`config.mk`:
```
export PLATFORM = sky130hd
export DESIGN_NAME = branch_resolve_unit_flat
export DESIGN_NICKNAME = d
export VERILOG_FILES = /design/src/rtl/branch_resolve_unit_if.sv /design/src/rtl/branch_resolve_unit.sv /design/src/flat_wrapper.sv
export SDC_FILE = /design/constraint.sdc
export NUM_CORES = 1
export LEC_CHECK = 0
export CORE_UTILIZATION = 35
export DETAILED_ROUTE_END_ITERATION = 10
export GPL_TIMING_DRIVEN = 0
export PLACE_DENSITY_LB_ADDON = 0.08
export SETUP_SLACK_MARGIN = 0.05
export SLEW_MARGIN = 20
export SYNTH_ARGS = -nofsm -noshare
export SYNTH_HDL_FRONTEND = slang
export SYNTH_SLANG_ARGS = --single-unit
export TNS_END_PERCENT = 5
```
`constraint.sdc`:
```
create_clock -name clk -period 3.2 [get_ports clk]
set_clock_uncertainty 0.15 [all_clocks]
set_input_delay 0.64 -clock clk [delete_from_list [all_inputs] [get_ports clk]]
set_output_delay 0.64 -clock clk [all_outputs]
set_load 0.05 [all_outputs]
```
`src/rtl/branch_resolve_unit_if.sv`:
```
// ----------------------------------------------------------------------------
// branch_resolve_unit_if
//
// Purpose
//   Groups the request and result handshakes of branch_resolve_unit into a
//   single bundle.
//
// Signals
//   Request (front end -> unit)
//     in_valid     request present
//     in_ready     unit accepts the request this cycle
//     rs1_data     first compare operand, also the JALR base
//     rs2_data     second compare operand
//     branch_op    000 BEQ, 001 BNE, 010 BLT, 011 BGE,
//                  100 BLTU, 101 BGEU, 110 JAL, 111 JALR
//     pc           instruction PC
//     imm          sign-extended offset
//     pred_taken   front-end direction prediction
//     pred_target  front-end target prediction
//   Result (unit -> consumer)
//     out_valid    result present
//     out_ready    consumer accepts the result this cycle
//     taken        resolved direction
//     target       resolved target address
//     next_pc      address of the next instruction to fetch
//     mispredict   prediction did not match the resolution
//
// Modports
//   master  the side that issues requests and consumes results
//   slave   the branch resolve unit itself
// ----------------------------------------------------------------------------
interface branch_resolve_unit_if #(
  parameter int XLEN = 32
);

  // Request channel
  logic            in_valid;
  logic            in_ready;
  logic [XLEN-1:0] rs1_data;
  logic [XLEN-1:0] rs2_data;
  logic [2:0]      branch_op;
  logic [XLEN-1:0] pc;
  logic [XLEN-1:0] imm;
  logic            pred_taken;
  logic [XLEN-1:0] pred_target;

  // Result channel
  logic            out_valid;
  logic            out_ready;
  logic            taken;
  logic [XLEN-1:0] target;
  logic [XLEN-1:0] next_pc;
  logic            mispredict;

  modport master (
    output in_valid,
    output rs1_data,
    output rs2_data,
    output branch_op,
    output pc,
    output imm,
    output pred_taken,
    output pred_target,
    output out_ready,
    input  in_ready,
    input  out_valid,
    input  taken,
    input  target,
    input  next_pc,
    input  mispredict
  );

  modport slave (
    input  in_valid,
    input  rs1_data,
    input  rs2_data,
    input  branch_op,
    input  pc,
    input  imm,
    input  pred_taken,
    input  pred_target,
    input  out_ready,
    output in_ready,
    output out_valid,
    output taken,
    output target,
    output next_pc,
    output mispredict
  );

endinterface

```
`src/rtl/branch_resolve_unit.sv`:
```
// ----------------------------------------------------------------------------
// branch_resolve_unit
//
// Purpose
//   Resolves conditional branches and JAL/JALR jumps in a two-stage,
//   fully pipelined datapath with valid/ready handshakes on both sides.
//     S1 : evaluates the compare and the target address, registers them
//          together with the prediction and the PC.
//     S2 : forms next_pc and the mispredict flag, registers the result.
//   An accepted request shows up on out_valid exactly two cycles later when
//   the output is not back-pressured; one request per cycle is sustained
//   while out_ready stays high.
//
// Parameters
//   XLEN   operand / PC / immediate / target width (default 32)
//   CNT_W  performance counter width (default 32)
//
// Ports
//   clk            sole clock, rising edge
//   rst            synchronous active-high reset
//   bus            branch_resolve_unit_if.slave (request + result handshakes)
//   flush          kills both pipeline stages and the input of this cycle
//   perf_clr       zeroes the performance counters
//   br_count       number of results handed over (saturating)
//   mispred_count  number of mispredicting results handed over (saturating)
//
// Configuration
//   BRU_PERF_CNT_EN  defined   : saturating br_count / mispred_count exist.
//                    undefined : no counter state, both outputs read 0 and
//                                perf_clr has no effect.
// ----------------------------------------------------------------------------
module branch_resolve_unit #(
  parameter int XLEN  = 32,
  parameter int CNT_W = 32
) (
  input  logic                 clk,
  input  logic                 rst,
  branch_resolve_unit_if.slave bus,
  input  logic                 flush,
  input  logic                 perf_clr,
  output logic [CNT_W-1:0]     br_count,
  output logic [CNT_W-1:0]     mispred_count
);

  // --------------------------------------------------------------------------
  // Operation encodings
  // --------------------------------------------------------------------------
  localparam logic [2:0] OP_BEQ  = 3'b000;
  localparam logic [2:0] OP_BNE  = 3'b001;
  localparam logic [2:0] OP_BLT  = 3'b010;
  localparam logic [2:0] OP_BGE  = 3'b011;
  localparam logic [2:0] OP_BLTU = 3'b100;
  localparam logic [2:0] OP_BGEU = 3'b101;
  localparam logic [2:0] OP_JAL  = 3'b110;
  localparam logic [2:0] OP_JALR = 3'b111;

  localparam logic [XLEN-1:0] PC_STEP = XLEN'(4);

  // --------------------------------------------------------------------------
  // Pipeline state
  // --------------------------------------------------------------------------
  // S1
  logic            s1_valid_reg;
  logic            s1_taken_reg;
  logic [XLEN-1:0] s1_target_reg;
  logic [XLEN-1:0] s1_pc_reg;
  logic            s1_pred_taken_reg;
  logic [XLEN-1:0] s1_pred_target_reg;

  // S2 (drives the result channel directly)
  logic            out_valid_reg;
  logic            taken_reg;
  logic [XLEN-1:0] target_reg;
  logic [XLEN-1:0] next_pc_reg;
  logic            mispredict_reg;

  // --------------------------------------------------------------------------
  // Handshake / stall control
  // --------------------------------------------------------------------------
  logic s2_adv;
  logic s1_adv;
  logic in_ready_int;
  logic in_fire;

  // S2 may load whenever its current content leaves or it is empty.
  assign s2_adv = ~out_valid_reg | bus.out_ready;
  // S1 may load whenever it is empty or its content moves into S2.
  assign s1_adv = ~s1_valid_reg | s2_adv;

  // Reset and flush both block acceptance; a request offered in a flush
  // cycle is therefore never taken.
  assign in_ready_int = ~rst & ~flush & s1_adv;
  assign in_fire      = bus.in_valid & in_ready_int;

  assign bus.in_ready = in_ready_int;

  // --------------------------------------------------------------------------
  // S1 combinational: compare and target
  // --------------------------------------------------------------------------
  logic            op_eq;
  logic            op_lt_s;
  logic            op_lt_u;
  logic            taken_next;
  logic [XLEN-1:0] pc_sum;
  logic [XLEN-1:0] rs1_sum;
  logic [XLEN-1:0] target_next;

  assign op_eq   = (bus.rs1_data == bus.rs2_data);
  assign op_lt_s = ($signed(bus.rs1_data) < $signed(bus.rs2_data));
  assign op_lt_u = (bus.rs1_data < bus.rs2_data);

  always_comb begin
    taken_next = 1'b0;
    case (bus.branch_op)
      OP_BEQ:  taken_next = op_eq;
      OP_BNE:  taken_next = ~op_eq;
      OP_BLT:  taken_next = op_lt_s;
      OP_BGE:  taken_next = ~op_lt_s;
      OP_BLTU: taken_next = op_lt_u;
      OP_BGEU: taken_next = ~op_lt_u;
      OP_JAL:  taken_next = 1'b1;
      OP_JALR: taken_next = 1'b1;
      default: taken_next = 1'b0;
    endcase
  end

  // Both sums wrap naturally at XLEN bits.
  assign pc_sum  = bus.pc + bus.imm;
  assign rs1_sum = bus.rs1_data + bus.imm;

  // JALR clears bit 0 of its computed address; everything else is PC-relative.
  assign target_next = (bus.branch_op == OP_JALR) ? {rs1_sum[XLEN-1:1], 1'b0}
                                                  : pc_sum;

  // --------------------------------------------------------------------------
  // S2 combinational: next PC and mispredict
  // --------------------------------------------------------------------------
  logic [XLEN-1:0] next_pc_next;
  logic            target_miss;
  logic            mispredict_next;

  assign next_pc_next = s1_taken_reg ? s1_target_reg : (s1_pc_reg + PC_STEP);
  assign target_miss  = (s1_pred_target_reg != s1_target_reg);

  // One expression covers both branch classes: jumps are always taken, so
  // the direction term collapses to !pred_taken and the target term to
  // pred_taken && target_miss, i.e. !pred_taken || target_miss overall.
  assign mispredict_next = (s1_taken_reg ^ s1_pred_taken_reg) |
                           (s1_taken_reg & s1_pred_taken_reg & target_miss);

  // --------------------------------------------------------------------------
  // Pipeline registers
  // --------------------------------------------------------------------------
  always_ff @(posedge clk) begin
    if (rst) begin
      s1_valid_reg       <= 1'b0;
      s1_taken_reg       <= 1'b0;
      s1_target_reg      <= '0;
      s1_pc_reg          <= '0;
      s1_pred_taken_reg  <= 1'b0;
      s1_pred_target_reg <= '0;
      out_valid_reg      <= 1'b0;
      taken_reg          <= 1'b0;
      target_reg         <= '0;
      next_pc_reg        <= '0;
      mispredict_reg     <= 1'b0;
    end else if (flush) begin
      // Only the valids are dropped; stale payload is harmless.
      s1_valid_reg  <= 1'b0;
      out_valid_reg <= 1'b0;
    end else begin
      // S2: payload only changes when a new result actually moves in, so a
      // stalled result (out_valid && !out_ready) stays bit-for-bit stable.
      if (s2_adv) begin
        out_valid_reg <= s1_valid_reg;
        if (s1_valid_reg) begin
          taken_reg      <= s1_taken_reg;
          target_reg     <= s1_target_reg;
          next_pc_reg    <= next_pc_next;
          mispredict_reg <= mispredict_next;
        end
      end

      // S1
      if (s1_adv) begin
        s1_valid_reg <= in_fire;
        if (in_fire) begin
          s1_taken_reg       <= taken_next;
          s1_target_reg      <= target_next;
          s1_pc_reg          <= bus.pc;
          s1_pred_taken_reg  <= bus.pred_taken;
          s1_pred_target_reg <= bus.pred_target;
        end
      end
    end
  end

  assign bus.out_valid  = out_valid_reg;
  assign bus.taken      = taken_reg;
  assign bus.target     = target_reg;
  assign bus.next_pc    = next_pc_reg;
  assign bus.mispredict = mispredict_reg;

  // --------------------------------------------------------------------------
  // Performance counters
  // --------------------------------------------------------------------------
`ifdef BRU_PERF_CNT_EN
  localparam logic [CNT_W-1:0] CNT_MAX = '1;
  localparam logic [CNT_W-1:0] CNT_ONE = CNT_W'(1);

  logic       out_fire;
  logic [1:0] cnt_inc;

  // A result offered during a flush is not considered handed over.
  assign out_fire   = out_valid_reg & bus.out_ready & ~flush;
  assign cnt_inc[0] = out_fire;
  assign cnt_inc[1] = out_fire & mispredict_reg;

  // Index 0 counts all results, index 1 only the mispredicting ones.
  for (genvar gi = 0; gi < 2; gi++) begin : g_cnt
    logic [CNT_W-1:0] cnt_reg;

    always_ff @(posedge clk) begin
      if (rst) begin
        cnt_reg <= '0;
      end else if (perf_clr) begin
        cnt_reg <= '0;
      end else if (cnt_inc[gi] && (cnt_reg != CNT_MAX)) begin
        cnt_reg <= cnt_reg + CNT_ONE;
      end
    end
  end

  assign br_count      = g_cnt[0].cnt_reg;
  assign mispred_count = g_cnt[1].cnt_reg;
`else
  // Counters compiled out: outputs read zero and perf_clr goes nowhere.
  logic unused_perf_clr;
  assign unused_perf_clr = perf_clr;

  assign br_count      = '0;
  assign mispred_count = '0;
`endif

endmodule

```
`src/flat_wrapper.sv`:
```
// flat-port wrapper written by rule: the top's interface ports become plain ports
module branch_resolve_unit_flat 
#(
  parameter int XLEN  = 32,
  parameter int CNT_W = 32
)
  (clk, rst, flush, perf_clr, br_count, mispred_count, bus_in_valid, bus_rs1_data, bus_rs2_data, bus_branch_op, bus_pc, bus_imm, bus_pred_taken, bus_pred_target, bus_out_ready, bus_in_ready, bus_out_valid, bus_taken, bus_target, bus_next_pc, bus_mispredict);
  branch_resolve_unit_if #(.XLEN(XLEN)) bus_i ();
  input  logic clk;
  input  logic rst;
  input  logic flush;
  input  logic perf_clr;
  output logic [CNT_W-1:0] br_count;
  output logic [CNT_W-1:0] mispred_count;
  input wire logic [$bits(bus_i.in_valid)-1:0] bus_in_valid;
  input wire logic [$bits(bus_i.rs1_data)-1:0] bus_rs1_data;
  input wire logic [$bits(bus_i.rs2_data)-1:0] bus_rs2_data;
  input wire logic [$bits(bus_i.branch_op)-1:0] bus_branch_op;
  input wire logic [$bits(bus_i.pc)-1:0] bus_pc;
  input wire logic [$bits(bus_i.imm)-1:0] bus_imm;
  input wire logic [$bits(bus_i.pred_taken)-1:0] bus_pred_taken;
  input wire logic [$bits(bus_i.pred_target)-1:0] bus_pred_target;
  input wire logic [$bits(bus_i.out_ready)-1:0] bus_out_ready;
  output wire logic [$bits(bus_i.in_ready)-1:0] bus_in_ready;
  output wire logic [$bits(bus_i.out_valid)-1:0] bus_out_valid;
  output wire logic [$bits(bus_i.taken)-1:0] bus_taken;
  output wire logic [$bits(bus_i.target)-1:0] bus_target;
  output wire logic [$bits(bus_i.next_pc)-1:0] bus_next_pc;
  output wire logic [$bits(bus_i.mispredict)-1:0] bus_mispredict;
  assign bus_i.in_valid = bus_in_valid;
  assign bus_i.rs1_data = bus_rs1_data;
  assign bus_i.rs2_data = bus_rs2_data;
  assign bus_i.branch_op = bus_branch_op;
  assign bus_i.pc = bus_pc;
  assign bus_i.imm = bus_imm;
  assign bus_i.pred_taken = bus_pred_taken;
  assign bus_i.pred_target = bus_pred_target;
  assign bus_i.out_ready = bus_out_ready;
  assign bus_in_ready = bus_i.in_ready;
  assign bus_out_valid = bus_i.out_valid;
  assign bus_taken = bus_i.taken;
  assign bus_target = bus_i.target;
  assign bus_next_pc = bus_i.next_pc;
  assign bus_mispredict = bus_i.mispredict;
  branch_resolve_unit #(.XLEN(XLEN), .CNT_W(CNT_W)) u_core (.clk(clk), .rst(rst), .bus(bus_i), .flush(flush), .perf_clr(perf_clr), .br_count(br_count), .mispred_count(mispred_count));
endmodule
```
==> flow_summary.json, run 1 <==
{
  "run_status": "finished, violations left",
  "violations": "setup timing",
  "cap_violations": 0,
  "synth_top_area_cell": "dfxtp_1",
  "tightest_slew_ns": 0.8019,
  "switchingPower_uw": 1922,
  "peakVddDrop_uv": 407.9,
  "synth.avg_cell_area_um2": 7.440,
  "cp.required_ns": 3.41,
  "synth_top_area_share_pct": 29.12,
  "netlist_top_cells_count": "nand2_1 (346), a21oi_1 (199), dfxtp_1 (166)",
  "register_area_mm2": 0.003323,
  "synthTopCellsByArea": "dfxtp_1 (29%), nand2_1 (11%), ha_1 (10%)",
  "cts_root_buf": "clkbuf_16",
  "power.total_uw": 6315,
  "dp_hpwl_mm": 32.00,
  "cts_tree": "done",
  "clk_path_buf_depth": 2,
  "slew_viol_final": 0,
  "synth_ff_type": "dfxtp_1",
  "utilization_pct": 50.82,
  "grtUsageTotal_pct": 22.76,
  "seq_area_frac_synth_pct": 29.12,
  "fin_crit_ns": 3.288,
  "reg2reg_from": "u_core.bus.out_valid",
  "ff2ff_setup_slack_ns": 0.35,
  "crit_fanout": 5,
  "hold_viol": 0,
  "antenna_found_initial": 2,
  "avgViaCountPerCell": 4.904,
  "rsz0062_at_grt": "yes",
  "synth.most_common_cell": "nand2_1",
  "crit_end": "u_core.s1_target_reg[30]",
  "met2_usage_pct": 37.91,
  "place.gp.congestion": 0.8731,
  "relSlewSlack_pct": 46.54,
  "hold_path_class": "flop to flop",
  "multi_input_area_mm2": 0.008155,
  "die_y_um": 182.6,
  "synth_fa_ha_area_share_pct": 10.77,
  "fp.dieW_um": 182.6,
  "fin_nets": 2141,
  "first_pass_iters": 5,
  "avgRoutedWirePerCell_um": 16.75,
  "finish.instance_area_mm2": 0.01616,
  "ys_ff_latch": 166,
  "grt_remaining_overflow": 0,
  "drt-initial-drc-count": 666,
  "final_layout_size_suffix_gt1_share_pct": 11.98,
  "io_pins": 302,
  "synth_edf_count": 0,
  "netlist-cell-type-count": 69,
  "arrival_ns": 3.50,
  "synthArstFlopShare_pct": 0,
  "die_area_mm2": 0.03334,
  "cp-startpoint": "bus_imm[17]",
  "timing.hold.ws_ns": 0.3026,
  "io_buffers": 235,
  "switching_share_pct": 30.44,
  "finalCritPeriodShare_pct": 102.7,
  "rows": 65,
  "path_clk_slew_ns": 0.06,
  "setup_viol": 4,
  "num_vias": 11392,
  "cts_made_buffers": 17,
  "cts_sinks": 166,
  "synth-xor-area-share_pct": 8.518,
  "grt_max_degree": 17,
  "clkPwrFrac_pct": 36.4,
  "drc_errors": 0,
  "drtAntennaViolNets": 0,
  "r2r-end": "u_core.s1_pc_reg[2]",
  "p_seq_share_pct": 34.8,
  "met3_usage_pct": 2.654,
  "p_int_uw": 4393,
  "ys_warn_count": 0,
  "use_met1_pct": 30.89,
  "grt_first_pass_wirelength_mm": 58.40,
  "hold_start": "u_core.bus.target[6]",
  "start_kind": "primary input",
  "power_frac_comb_pct": 28.9,
  "top_usage_layer": "met2",
  "leakage_uw": 0.006575,
  "placed_area_mm2": 0.01467,
  "htreeDepth": 4,
  "grt_pass1_vias": 10760,
  "synth_area_mm2": 0.01141,
  "path_class": "primary input to flop",
  "layout_setup_ws_ns": -0.08789,
  "synth_top_family_by_area": "simple AND/OR/NAND/NOR gates",
  "endpoint_kind": "flop",
  "core-area_mm2": 0.03180,
  "wl_mm": 38.92,
  "num-fill-cells": 3105,
  "reg2reg_depth": 7,
  "synth_simple_gate_area_share_pct": 21.72,
  "syn_inst": 1534,
  "power_density_mw_per_mm2": 390.8,
  "clkLatencyLatePin_ns": 0.43,
  "syn_to_final_growth_pct": 41.60,
  "fmax_ghz": 0.3041,
  "synth_compound_gate_area_share_pct": 21.35,
  "start_util_pct": 35.89,
  "synth_mux_area_share_pct": 0.4385
}
## worst max-delay path, stage by stage
cell and delay (ns):
clkdlybuf4s50_1 0.48, ha_2 0.41, or2_1 0.15, nand4_1 0.17, a311oi_4 0.38, a2111oi_4 0.05
buf_4 0.17, o31ai_4 0.25, a21o_1 0.16, a21oi_2 0.06, or4_1 0.43, a31oi_1 0.15
## layout make-up
type / count / share of cell area (%)
diodes: 1 / 0.01548
plain buffers: 134 / 4.645
clock buffers: 24 / 3.042
clock inverters: 8 / 1.037
inverters: 45 / 1.045
multi-input cells: 1252 / 50.46
flip-flops and latches: 166 / 20.56
well taps: 435 / 3.368
repair buffers: 258 / 15.82
## through the flow
stage	worst slack (ns)	TNS, ns	std cells
after CTS	-0.1447	-0.7459	2315
after global placement	-1.193	-28.86	2267
after detailed placement	-1.154	-23.04	2267
after global routing	-0.1600	-1.143	2323
after floorplan	-0.1416	-0.2911	1597
final	-0.08789	-0.2394	2323
## what timing repair did
action / 4_1_cts / 5_1_grt
buffers inserted: 16 / 7
pin swaps: 31 / 32
hold buffers: 0 / 0
resized for setup: 114 / 81
endpoints found under the setup margin: 18 / 26
## cells in the final DEF (no fill, tap or decap), types with 10 or more instances in the layout
master           instances
nor4_1                  13
o21ai_1                 17
ha_1                    61
clkbuf_16               17
nor3_1                  25
conb_1                  64
xor2_1                  70
xnor2_1                 41
nand2_1                345
nand4_1                 17
clkbuf_1                64
ha_4                    32
dfxtp_1                166
a21oi_1                185
buf_4                   88
a21oi_2                 12
dlymetal6s2s_1          21
a31oi_1                 10
and3_1                  12
dlygate4sd2_1           13
nand3_1                 30
inv_1                   43
clkdlybuf4s50_1        185
a21o_1                  36
o21ai_0                 46
nor2_1                  81
a211oi_1                18
## kinds of logic (layout without fill, tap and decap cells)
| kind of cell | after synthesis | after routing |
|---|---|---|
| xor gates and xnor gates | 111 | 111 |
| buffers and inverters | 179 | 469 |
| adders and majority gates | 97 | 97 |
| and+or+nand+nor | 573 | 573 |
| DFF | 166 | 166 |
| AOI/OAI and AO/OA | 402 | 402 |
| other | 1 | 65 |
| muxes | 5 | 5 |
## metal layers
layer | part of all wire (%) | vias to the layer above | routed length [um]
met1 | 48 | 5129 | 18640
met5 | 0 | - | 0
met3 | 5.1 | 30 | 1975
met2 | 45 | 348 | 17650
met4 | 1.7 | 0 | 657
li1 | - | 5885 | -
## power by group through the flow
stage               combinational, uW  sequential, uW  clock [uW]
floorplan                        1090            2230           0
global placement                 1620            2240           0
detailed placement               1630            2240           0
CTS                              1730            2190        2320
global route                     1980            2200        2410
finish                           1820            2200        2300
## worst min path at each step
stage	slack [ns]	endpoint	cells past startpoint
final	0.30	u_core.bus.target[6]	2
after global routing	0.30	u_core.s1_pc_reg[0]	3
after CTS	0.30	u_core.bus.target[6]	2
after detailed placement	0.30	u_core.bus.target[6]	2
after global placement	0.29	u_core.bus.target[31]	2
after floorplan	0.29	u_core.s1_pc_reg[0]	2
No activity file was read; power rests on OpenSTA's default activity.
==> run 2, diff against run 1 <==
--- a/config.mk
+++ b/config.mk
@@ -5,7 +5,9 @@
 export SDC_FILE = /design/constraint.sdc
 export NUM_CORES = 1
 export LEC_CHECK = 0
+export ABC_AREA = 1
 export CORE_UTILIZATION = 35
+export CTS_CLUSTER_DIAMETER = 60
 export DETAILED_ROUTE_END_ITERATION = 10
 export GPL_TIMING_DRIVEN = 0
 export PLACE_DENSITY_LB_ADDON = 0.08
==> flow_summary.json, run 2 <==
{
  "rows": 69,
  "hold_viol": 0,
  "reg2reg_depth": 8,
  "place_ws_ns": -0.5394,
  "drt-initial-drc-count": 762,
  "leakage_uw": 0.007165,
  "path_class": "primary input to flop",
  "cap_violations": 0,
  "wl_mm": 53.84,
  "hold_path_class": "flop to flop",
  "drtAntennaViolNets": 0,
  "synth_top_area_cell": "dfxtp_1",
  "fmax_ghz": 0.3272,
  "netlist_top_cells_count": "nand2_1 (370), a21oi_1 (227), inv_1 (206), nor2_1 (206), dfxtp_1 (166)",
  "ys_ff_latch": 166,
  "hold_path_depth": 2,
  "crit_top_cell": "nand3_1",
  "setup_viol": 0,
  "synth_mux_area_share_pct": 0.07939,
  "synth_edf_count": 0,
  "fin_crit_ns": 3.057,
  "finalCritPeriodShare_pct": 95.52,
  "ys_warn_count": 0,
  "path_cells": "clkdlybuf4s50_1 -> ha_1 -> a21oi_1 -> o21ai_0 -> a21oi_1 -> nand3_1 -> or2_2 -> nand3_1 -> nand3_1 -> o211ai_1 -> inv_1",
  "synthTopCellsByArea": "dfxtp_1 (26%), nand2_1 (11%), ha_1 (9.4%)",
  "dp_hpwl_mm": 45.30,
  "avgRoutedWirePerCell_um": 19.75,
  "synth-xor-area-share_pct": 3.056,
  "num_vias": 13876,
  "grt_first_pass_wirelength_mm": 78.84,
  "path_clk_slew_ns": 0.08,
  "synth_area_mm2": 0.01261,
  "grt_max_degree": 20,
  "final_layout_size_suffix_gt1_share_pct": 7.818,
  "seq_area_frac_synth_pct": 26.36,
  "layout.cells.non_filler": 2726,
  "run_status": "finished, final reports clean",
  "timing.hold.ws_ns": 0.3150,
  "slowest_stage": "clkdlybuf4s50_1",
  "drc_errors": 0,
  "avgViaCountPerCell": 5.090,
  "crit_fanout": 5,
  "netlist-cell-type-count": 50,
  "cts_sinks": 166,
  "grtUsageTotal_pct": 29.13,
  "synth_compound_gate_area_share_pct": 21.25,
  "synth.avg_cell_area_um2": 6.519,
  "htreeDepth": 4,
  "layout_common_cells": "nand2_1 (364), clkdlybuf4s50_1 (234), a21oi_1 (225)",
  "cts_root_buf": "clkbuf_16",
  "peakVddDrop_uv": 384.1,
  "cts_made_buffers": 17,
  "synth_fa_ha_area_share_pct": 9.745,
  "slowest_delay_ns": 0.62,
  "synth_simple_gate_area_share_pct": 27.28,
  "tightest_slew_ns": 0.8173,
  "placed_cells": 2693,
  "final_common_cell": "nand2_1",
  "endpoint_kind": "flop",
  "cp.required_ns": 3.38,
  "synth.most_common_cell": "nand2_1",
  "power_density_mw_per_mm2": 379.3,
  "layout_setup_ws_ns": 0.1434,
  "die_y_um": 191.8,
  "first_pass_iters": 6,
  "syn_inst": 1934,
  "arrival_ns": 3.23,
  "die_area_mm2": 0.03679,
  "start_kind": "primary input",
  "slew_viol_final": 0,
  "grt_remaining_overflow": 0,
  "syn_to_final_growth_pct": 30.48,
  "io_pins": 302,
  "synth_ff_type": "dfxtp_1",
  "antenna_found_initial": 1,
  "synth_top_area_share_pct": 26.36,
  "relSlewSlack_pct": 45.52,
  "fin_nets": 2518,
  "start_util_pct": 35.53,
  "synthArstFlopShare_pct": 0,
  "cts_tree": "done",
  "clk_path_buf_depth": 2,
  "place.gp.congestion": 0.9333,
  "fp.dieW_um": 191.8,
  "synth_top_family_by_area": "simple AND/OR/NAND/NOR gates",
  "core-area_mm2": 0.03548,
  "io_buffers": 235,
  "clkLatencyLatePin_ns": 0.44,
  "grt_pass1_vias": 13353,
  "rsz0062_at_grt": "no"
}
[run 2: cell types whose count changed in the layout (fill, tap and decap cells not counted), moves of 49 or more]
cell,delta
xor2_1,-53
nand3_1,+88
o21ai_0,+116
inv_1,+163
nor2_1,+125
clkdlybuf4s50_1,+49
[run 2: critical path, delay by kind of cell]
kind                       cells  cell delay [ns]
AOI/OAI and AO/OA              4             0.89
adders and majority gates      1             0.34
buffers and inverters          2             0.67
and+or+nand+nor                4             0.66
[run 2: final timing paths]
| path | startpoint | endpoint | slack [ns] |
|---|---|---|---|
| max | bus_pc[17] | u_core.s1_target_reg[18] | 0.14 |
| min reg2reg | u_core.bus.target[18] | u_core.bus.target[18] | 0.31 |
| max reg2reg | u_core.bus.out_valid | u_core.s1_target_reg[2] | 0.76 |
| min | u_core.bus.target[18] | u_core.bus.target[18] | 0.31 |
[run 2: where the power goes]
group / switching [uW] / internal [uW] / total, uW / leakage (uW)
Sequential: 117 / 2150 / 2260 / 0.00135
Combinational: 1190 / 690 / 1880 / 0.00552
Clock: 1040 / 1060 / 2100 / 0.000295
[run 2: metrics by stage]
stage / instance area [um^2] / setup TNS (ns) / util, % / total power, uW
6_report: 16450 / 0 / 46.36 / 6240
5_1_grt: 16450 / 0 / 46.36 / 6546
4_1_cts: 16400 / 0 / 46.21 / 6234
3_5_place_dp: 15770 / -5.710 / 44.46 / 4155
3_3_place_gp: 15770 / -5.572 / 44.46 / 4144
2_1_floorplan: 12840 / 0 / - / 3452
[run 2: kinds of logic (layout without fill, tap and decap cells)]
kind of cell	after synthesis	in the layout
adders and majority gates	97	97
xor gates and xnor gates	44	44
and+or+nand+nor	796	796
AOI/OAI and AO/OA	487	487
DFF	166	166
buffers and inverters	342	609
other	1	65
muxes	1	1
[run 2: final cells by class]
type,count,area (um^2)
Fill cell,3800,19030
Multi-Input combinational cell,1489,8043
Sequential cell,166,3323
Timing Repair Buffer,235,2355
Inverter,215,807.0
Buffer,127,732.0
Tap cell,461,576.8
Clock buffer,17,425.4
Clock inverter,15,186.4
Antenna cell,1,2.502
[run 2: per-layer routing]
metal / share of wire (%) / routed length, um / track usage [%] / vias up
met2: 47 / 25380 / 49.89 / 475
met4: 4.4 / 2384 / 13.31 / 0
met3: 5.2 / 2781 / 2.704 / 88
li1: - / - / - / 6986
met5: 0 / 0 / 0 / -
met1: 43 / 23290 / 36.76 / 6327
[run 2: what timing repair did]
| action | 4_1_cts | 5_1_grt |
|---|---|---|
| pin swaps | 1 | 0 |
| hold endpoints to repair | 0 | 0 |
| setup endpoints to repair | 5 | 13 |
| hold buffers | 0 | 0 |
| setup buffers | 0 | 0 |
| resized for setup | 4 | 15 |
